`src/rtl/cpu_types_pkg.sv`:
```
// ============================================================================
// Module   : cpu_types_pkg
// Purpose  : Shared CPU types; instruction-cache address split, frame, FSM.
// Revision : 1.0 - initial release
// ============================================================================
`default_nettype none

package cpu_types_pkg;

  typedef logic [31:0] word_t;

  localparam int ISETS_DEFAULT = 8;
  localparam int IIDX_W        = $clog2(ISETS_DEFAULT);
  localparam int ITAG_W        = 32 - 3 - IIDX_W;

  typedef struct packed {
    logic [ITAG_W-1:0] tag;
    logic [IIDX_W-1:0] idx;
    logic              blkoff;
    logic [1:0]        bytoff;
  } icachef_t;

  typedef struct packed {
    logic              valid;
    logic [ITAG_W-1:0] tag;
    word_t [1:0]       data;
  } icache_frame_t;

  typedef enum logic [1:0] {
    IDLE   = 2'd0,
    FETCH0 = 2'd1,
    FETCH1 = 2'd2
  } icache_state_t;

endpackage

`default_nettype wire

```
`src/rtl/icache_stats.sv`:
```
// ============================================================================
// Module   : icache_stats
// Purpose  : Saturating hit/miss counters; built only with ICACHE_STATS_EN.
// Revision : 1.0 - initial release
// ============================================================================
`default_nettype none

module icache_stats (
  input  logic        CLK,
  input  logic        nRST,
  input  logic        hit_inc,
  input  logic        miss_inc,
  output logic [31:0] hit_count,
  output logic [31:0] miss_count
);

  logic [31:0] hit_count_q, hit_count_d;
  logic [31:0] miss_count_q, miss_count_d;

  always_comb begin
    hit_count_d  = hit_count_q;
    miss_count_d = miss_count_q;
    if (hit_inc && (hit_count_q != 32'hFFFF_FFFF)) hit_count_d = hit_count_q + 32'd1;
    if (miss_inc && (miss_count_q != 32'hFFFF_FFFF)) miss_count_d = miss_count_q + 32'd1;
  end

  always_ff @(posedge CLK) begin
    if (nRST) begin
      hit_count_q  <= '0;
      miss_count_q <= '0;
    end else begin
      hit_count_q  <= hit_count_d;
      miss_count_q <= miss_count_d;
    end
  end

  assign hit_count  = hit_count_q;
  assign miss_count = miss_count_q;

endmodule

`default_nettype wire

```
`src/rtl/icache.sv`:
```
// ============================================================================
// Module   : icache
// Purpose  : Direct-mapped two-word-block instruction cache with refill FSM.
//            Define ICACHE_STATS_EN to build the hit/miss counters.
// Revision : 1.0 - initial release
// ============================================================================
`default_nettype none

module icache
  import cpu_types_pkg::*;
#(
  parameter int SETS = 8
) (
  input  logic        CLK,
  input  logic        nRST,
  input  logic        imemREN,
  input  logic [31:0] imemaddr,
  output logic        ihit,
  output logic [31:0] imemload,
  input  logic        iflush,
  output logic        iREN,
  output logic [31:0] iaddr,
  input  logic        iwait,
  input  logic [31:0] iload,
  output logic [31:0] hit_count,
  output logic [31:0] miss_count
);

  localparam int IW = $clog2(SETS);
  localparam int TW = 32 - 3 - IW;

  icache_state_t   state_q, state_d;
  logic [28:0]     base_q, base_d;     // block address, bits [31:3]
  word_t           word0_q, word0_d;
  logic [SETS-1:0] valid_q, valid_d;
  logic [TW-1:0]   tag_q   [SETS];
  logic [TW-1:0]   tag_d   [SETS];
  word_t           data0_q [SETS];
  word_t           data0_d [SETS];
  word_t           data1_q [SETS];
  word_t           data1_d [SETS];

  logic [IW-1:0] req_idx;
  logic [TW-1:0] req_tag;
  logic          req_blk;
  logic [1:0]    unused_bytoff;
  logic [IW-1:0] fill_idx;
  logic [TW-1:0] fill_tag;
  logic          miss_start;

  assign req_idx       = imemaddr[2+IW:3];
  assign req_tag       = imemaddr[31:3+IW];
  assign req_blk       = imemaddr[2];
  assign unused_bytoff = imemaddr[1:0];
  assign fill_idx      = base_q[IW-1:0];
  assign fill_tag      = base_q[28:IW];

  assign ihit = (state_q == IDLE) && imemREN && valid_q[req_idx]
             && (tag_q[req_idx] == req_tag);
  assign imemload   = ihit ? (req_blk ? data1_q[req_idx] : data0_q[req_idx]) : '0;
  assign miss_start = (state_q == IDLE) && imemREN && !ihit;

  always_comb begin
    state_d = state_q;
    base_d  = base_q;
    word0_d = word0_q;
    valid_d = valid_q;
    tag_d   = tag_q;
    data0_d = data0_q;
    data1_d = data1_q;
    iREN    = 1'b0;
    iaddr   = '0;
    case (state_q)
      IDLE: begin
        if (miss_start) begin
          base_d  = imemaddr[31:3];
          state_d = FETCH0;
        end
      end
      FETCH0: begin
        iREN  = 1'b1;
        iaddr = {base_q, 3'b000};
        if (!iwait) begin
          word0_d = iload;
          state_d = FETCH1;
        end
      end
      FETCH1: begin
        iREN  = 1'b1;
        iaddr = {base_q, 3'b100};
        if (!iwait) begin
          valid_d[fill_idx] = 1'b1;
          tag_d[fill_idx]   = fill_tag;
          data0_d[fill_idx] = word0_q;
          data1_d[fill_idx] = iload;
          state_d           = IDLE;
        end
      end
      default: state_d = IDLE;
    endcase
    // Flush wins over a completing fill and abandons any refill in flight.
    if (iflush) begin
      valid_d = '0;
      if (state_q != IDLE) state_d = IDLE;
    end
  end

  always_ff @(posedge CLK) begin
    if (nRST) begin
      state_q <= IDLE;
      base_q  <= '0;
      word0_q <= '0;
      valid_q <= '0;
    end else begin
      state_q <= state_d;
      base_q  <= base_d;
      word0_q <= word0_d;
      valid_q <= valid_d;
    end
  end

  always_ff @(posedge CLK) begin
    tag_q   <= tag_d;
    data0_q <= data0_d;
    data1_q <= data1_d;
  end

`ifdef ICACHE_STATS_EN
  icache_stats u_stats (
    .CLK        (CLK),
    .nRST       (nRST),
    .hit_inc    (ihit),
    .miss_inc   (miss_start),
    .hit_count  (hit_count),
    .miss_count (miss_count)
  );
`else
  assign hit_count  = '0;
  assign miss_count = '0;
`endif

endmodule

`default_nettype wire

```
`config.mk`:
```
export PLATFORM = sky130hd
export DESIGN_NAME = icache
export DESIGN_NICKNAME = d
export VERILOG_FILES = /design/src/rtl/cpu_types_pkg.sv /design/src/rtl/icache_stats.sv /design/src/rtl/icache.sv
export SDC_FILE = /design/constraint.sdc
export NUM_CORES = 1
export LEC_CHECK = 0
export CORE_MARGIN = 1
export CORE_UTILIZATION = 50
export DETAILED_ROUTE_END_ITERATION = 6
export HOLD_SLACK_MARGIN = 0.08
export PLACE_DENSITY = 0.72
export SLEW_MARGIN = 20
export SYNTH_ARGS = -nofsm -noshare
export SYNTH_HDL_FRONTEND = slang
export SYNTH_SLANG_ARGS = --single-unit
export TNS_END_PERCENT = 1
```
`constraint.sdc`:
```
create_clock -name CLK -period 9.2 [get_ports CLK]
set_input_delay 1.84 -clock CLK [delete_from_list [all_inputs] [get_ports CLK]]
set_output_delay 1.84 -clock CLK [all_outputs]
set_load 0.01 [all_outputs]
```
Yosys cells after proc, flatten, opt, wreduce, memory -nomap -nowiden --
Index checks and enable logic that the tools add are counted.
Storage, ports and cells: register bits after elaboration 791, input bits 69, output and inout port bits 130, logic and storage cells 85
Cells by class: reductions and logical operators 14, eq/ne operators 3, magnitude comparators 6, bitwise gates (word level) 4, multiplexer cells 30
Operator list (number):
- bitwise mux 256 bit | 2
- two-way mux 32 bit | 7
- bitwise mux 208 bit | 1
- binary-select mux 32 bit (select 3 bit) | 2
- demux 32 bit (select 3 bit) | 1
- binary-select mux 26 bit (select 3 bit) | 1
- demux 26 bit (select 3 bit) | 1
- two-way mux 26 bit | 3
- one-hot mux 32 bit (2 select lines) | 1
- == test 26 bit | 1
- two-way mux 2 bit | 5
- >= comparator 4 bit, second input constant | 2
- less-than comparator 3 x 4 -> 1 bit, second input constant | 2
- NOT 3 -> 4 bit | 2
- OR 8 bit | 1
- logical AND 1 bit | 6
- one-hot mux 2 bit (3 select lines) | 1
- AND reduction 2 bit | 3
- less-than comparator 4 x 1 -> 1 bit, second input constant | 1
- OR reduction 2 bit | 2
- binary-select mux 1 bit (select 3 bit) | 1
- demux 1 bit (select 3 bit) | 1
- >= comparator 3 x 1 -> 1 bit, second input constant | 1
- two-way mux 1 bit | 3
- other kinds (6) | 6

Depth between registers and ports, before layout --
word-level depth 12, depth in mapped cells 11, depth with buffers taken out 9

Worst setup path after synthesis --
OpenSTA, ideal clock, no wires.
kind in2reg, start point input port iwait, end point register data0_q[224] (netlist name), enable pin, arrival 8474 ps, slack 74 ps, setup time 652 ps, required time 8548 ps, path buffers 0, stages on the path 2, cell sequence or3b_2 > nor3_1
On the way: word-level cells in the longest chain between the ends 2
RTL lines:
- start, declared | line icache.sv:23 | input logic iwait,
- NOT 1 bit (no line)
- AND reduction 2 bit (no line)
- end signal, assigned | line icache.sv:124 | data0_q <= data0_d;
- end, declared | line icache.sv:38 | word_t data0_q [SETS];
No other way between the ends. A chain may end at the register's enable or synchronous reset.

Final worst setup path --
start point input port imemaddr[3], end point output port imemload[24]
On the way: word-level cells in the longest chain between the ends 7, elaborated cells between the ends (all ways) 17, those cells by class 1 x eq/ne; 13 x mux; 1 x bitwise; 2 x reduce/logical
RTL lines:
- start, declared | line icache.sv:17 | input logic [31:0] imemaddr,
- NOT 3 -> 4 bit (not written as such) | line icache.sv:59, icache.sv:60
- binary-select mux 26 bit (select 3 bit) | line icache.sv:59 | && (tag_q[req_idx] == req_tag);
- two-way mux 26 bit (not written as such) (2 in series) | line icache.sv:59
- == test 26 bit | line icache.sv:59
- logical AND 1 bit | line icache.sv:59
- two-way mux 32 bit * | line icache.sv:60 | assign imemload = ihit ? (req_blk ? data1_q[req_idx] : data0_q[req_idx]) : '0;
- end, declared | line icache.sv:19 | output logic [31:0] imemload,
Every way passes the cells marked *; elsewhere a longest branch is shown, timed or not. The select of a mux whose other input is x is not followed.

==> flow_metrics.py <==
metrics = {
    "global_route": {
        "antenna_found_initial": 3,
        "gr-total-overflow": 0,
        "track_usage": 0.205,
        "grt_max_degree": 105,
        "grt_pass1_vias": 15502,
        "grt_pass1_wl_um": 95900,
    },
    "logic_synthesis": {
        "synth.mux.area_fraction": 0.166,
        "yosysSeqAreaShare": 0.734,
        "synth_adder_area_share": 0.00199,
        "synth_top_family_by_area": "multiplexers",
        "yosys.area_share.xor_xnor": 0.00391,
        "yosys_warnings": 0,
        "synth-simple-area-share": 0.0460,
        "avgSynthCellArea_um2": 19.7,
        "syn-cell-area_um2": 31400,
        "synth_compound_area_frac": 0.0185,
        "netlist_instances": 1595,
        "synth-seq-cells": 791,
        "ys_types": 53,
    },
    "worst_setup_path": {
        "regToRegSetupSlack_ns": 5.98,
        "rr_endpoint": "data0_q[102]",
        "cpLargestDelayFamily": "buffers and inverters",
        "critical_path_class": "primary input to output port",
        "cp_common_cell": "buf_4",
        "cp.depth": 10,
        "rr_worst_depth": 5,
        "critical_path_required_ns": 7.36,
        "crit_path_end_kind": "output port",
        "timing.critical_path.buf_inv": 4,
        "setup.worst_path.start_class": "primary input",
        "worstPathCellList": "buf_8 > buf_4 > mux2i_1 > xor2_1 > nand2_1 > nor4_4 > nand4_2 > buf_4 > nor2b_1 > clkdlybuf4s50_1",
        "critPathLaunch": "imemaddr[3]",
        "cpMaxStageDelayCell": "buf_4",
        "cp-endpoint": "imemload[24]",
        "cp.arrival_ns": 5.71,
        "cp_max_fo": 76,
        "critPathMaxStageDelay_ns": 0.81,
        "r2r-start": "state_q[0]",
    },
    "timing": {
        "fin_ws_ns": 1.65,
        "setup_tns_ns": 0,
        "worst_pin_slew_ns": 1.08,
        "fin_worst_skew_ns": 0.0265,
        "timing.hold.ws_ns": 0.466,
        "relSlewSlack": 0.278,
        "min_period_over_period": 0.820,
        "finalHoldViolCount": 0,
        "post-route-min-period_ns": 7.55,
        "max_freq_mhz": 133,
        "finalSetupViolCount": 0,
        "slew_viol_final": 0,
        "grt_setup_unrepaired": "no",
    },
    "drt": {
        "via_count": 14991,
        "drt_iter0_drc": 1459,
        "viasPerCell": 5.64,
        "wl_um": 64400,
        "drt_drc_violations_left": 0,
        "drtAntennaViolNets": 0,
        "wl_per_cell_um": 24.2,
        "first_pass_iters": 5,
    },
    "final_layout": {
        "fill_cells": 4475,
        "final_area_um2": 36100,
        "seq_area_um2": 23000,
        "nets": 1828,
        "final_common_cell": "edfxtp_1",
        "fin_util": 0.584,
        "multi_input_area_um2": 7740,
        "final_cell_mix": "720 x edfxtp_1, 186 x mux4_2, 125 x clkdlybuf4s50_1",
        "n_antenna_cell": 0,
        "drive_gt1_frac": 0.200,
        "fin_cells": 2657,
        "syn2layout_area_growth_pct": 15.0,
    },
    "cts": {
        "ctsHoldBuffers": 0,
        "clock_tree.root_cell": "clkbuf_16",
        "postCtsSetupBuffers": 0,
        "ctsLongestPathBuffers": 3,
        "path_clk_slew_ns": 0.06,
        "cts_sinks": 791,
        "cts-buffers-inserted": 78,
        "ctsResizeCount": 0,
        "htree_levels": 3,
        "insertion_delay_ns": 0.61,
        "cts_tree": "built",
    },
    "placed_design": {
        "portBuffers": 130,
        "dp.cells": 2511,
        "placed_cell_area_um2": 33400,
        "dp_hpwl_um": 34000,
        "gp_routability_congestion": 0.794,
        "post-place-ws_ns": 1.61,
    },
    "power_and_ir_drop": {
        "power.leakage_nw": 11.5,
        "total_power_mw": 7.63,
        "powerDensity_nw_per_um2": 211,
        "vdd_drop_max_uv": 137,
    },
    "die": {
        "die_y_um": 253,
        "core_area_um2": 61800,
        "fp.dieW_um": 253,
        "start_util": 0.508,
        "rows": 91,
        "io_pins": 199,
        "die_area_um2": 63800,
    },
    "job": {
        "maxCapViolCount": 0,
    },
    "outcome": {
        "status": "finished, final reports clean",
    },
    "worst_hold_path": {
        "hp-start": "valid_q[3]",
        "min_path_type": "flop to flop",
    },
}
==> sequential cells by signal, summed over array words and instances, names as in the netlist <==
signal   cells
base_q      29
data0_q    256
data1_q    256
state_q      2
tag_q      208
valid_q      8
word0_q     32
==> worst reg2reg max path: stages (launching register included) <==
cell and delay, ns:
dfxtp_1 0.33, inv_1 0.13, ha_1 0.24, or3b_2 0.59, nor2_4 0.71, buf_4 0.79
==> cell type report <==
cell class                 instances  share of cell area
clock inverter                    31              0.0109
tap                              837              0.0290
timing repair buffer             159              0.0430
multi-input combinational        718               0.214
inverter                           6            0.000624
clock buffer                     115              0.0636
sequential                       791               0.638
==> per-layer routing <==
metal	routed length [um]	share of wire	up-vias	track usage
met1	27400	0.43	7821	0.288
met5	32	0.00050	-	0
li1	-	-	6559	-
met4	1130	0.018	6	0.0573
met2	31600	0.49	513	0.332
met3	4280	0.067	92	0.0347
==> cell usage after synthesis (all sizes together) <==
master,n,area (um^2)
mux2,13,146
nor2,12,45.0
a21oi,35,175
inv,6,22.5
and3,3,18.8
a2bb2oi,2,17.5
nor4b,1,8.76
nand3,6,30.0
nand4,7,50.1
and2,32,200
xor2,13,114
a22o,6,52.6
and2b,1,7.51
nor4bb,1,10.0
ha,5,62.6
buf,113,792
o22ai,5,31.3
o2111ai,2,17.5
clkbuf,32,120
mux4,188,4240
a2bb2o,1,10.0
nand2b,63,394
conb,1,3.75
and4,1,8.76
edfxtp,720,21600
o21a,12,90.1
nor3,5,25.0
o311ai,1,8.76
a31oi,2,18.8
nor4,4,40.0
or3,5,31.3
dfxtp,71,1420
xnor2,1,8.76
a22oi,9,67.6
a21bo,3,30.0
mux2i,82,821
nand3b,5,37.5
or3b,1,8.76
o21ai,7,35.0
nor3b,1,7.51
o211a,1,10.0
a31o,1,8.76
nand2,77,289
nor2b,37,231
a211oi,1,7.51
==> worst min path at each step <==
stage	end	cells after the start
5_1_grt	valid_q[4]	1
4_1_cts	valid_q[3]	1
6_report	valid_q[3]	1
2_1_floorplan	valid_q[0]	1
3_3_place_gp	valid_q[6]	1
3_5_place_dp	valid_q[3]	1
==> kinds of logic (layout without fill, tap and decap cells) <==
group                    after synthesis  in the layout
flip-flops                           791            791
multiplexers                         283            283
AND/OR/NAND/NOR                      262            262
buffers and inverters                151            311
AO/OA/AOI/OAI                         88             88
XOR/XNOR                              14             14
adder cells (fa/ha/maj)                5              5
other                                  1             66
==> where the power goes <==
part	switching [mW]	internal, mW	total, mW
sequential	0.0416	3.95	3.99
combinational	0.202	0.166	0.368
clock	1.29	1.99	3.27
total	1.53	6.10	7.63
Note: power is estimated with default switching activity, not from simulation.
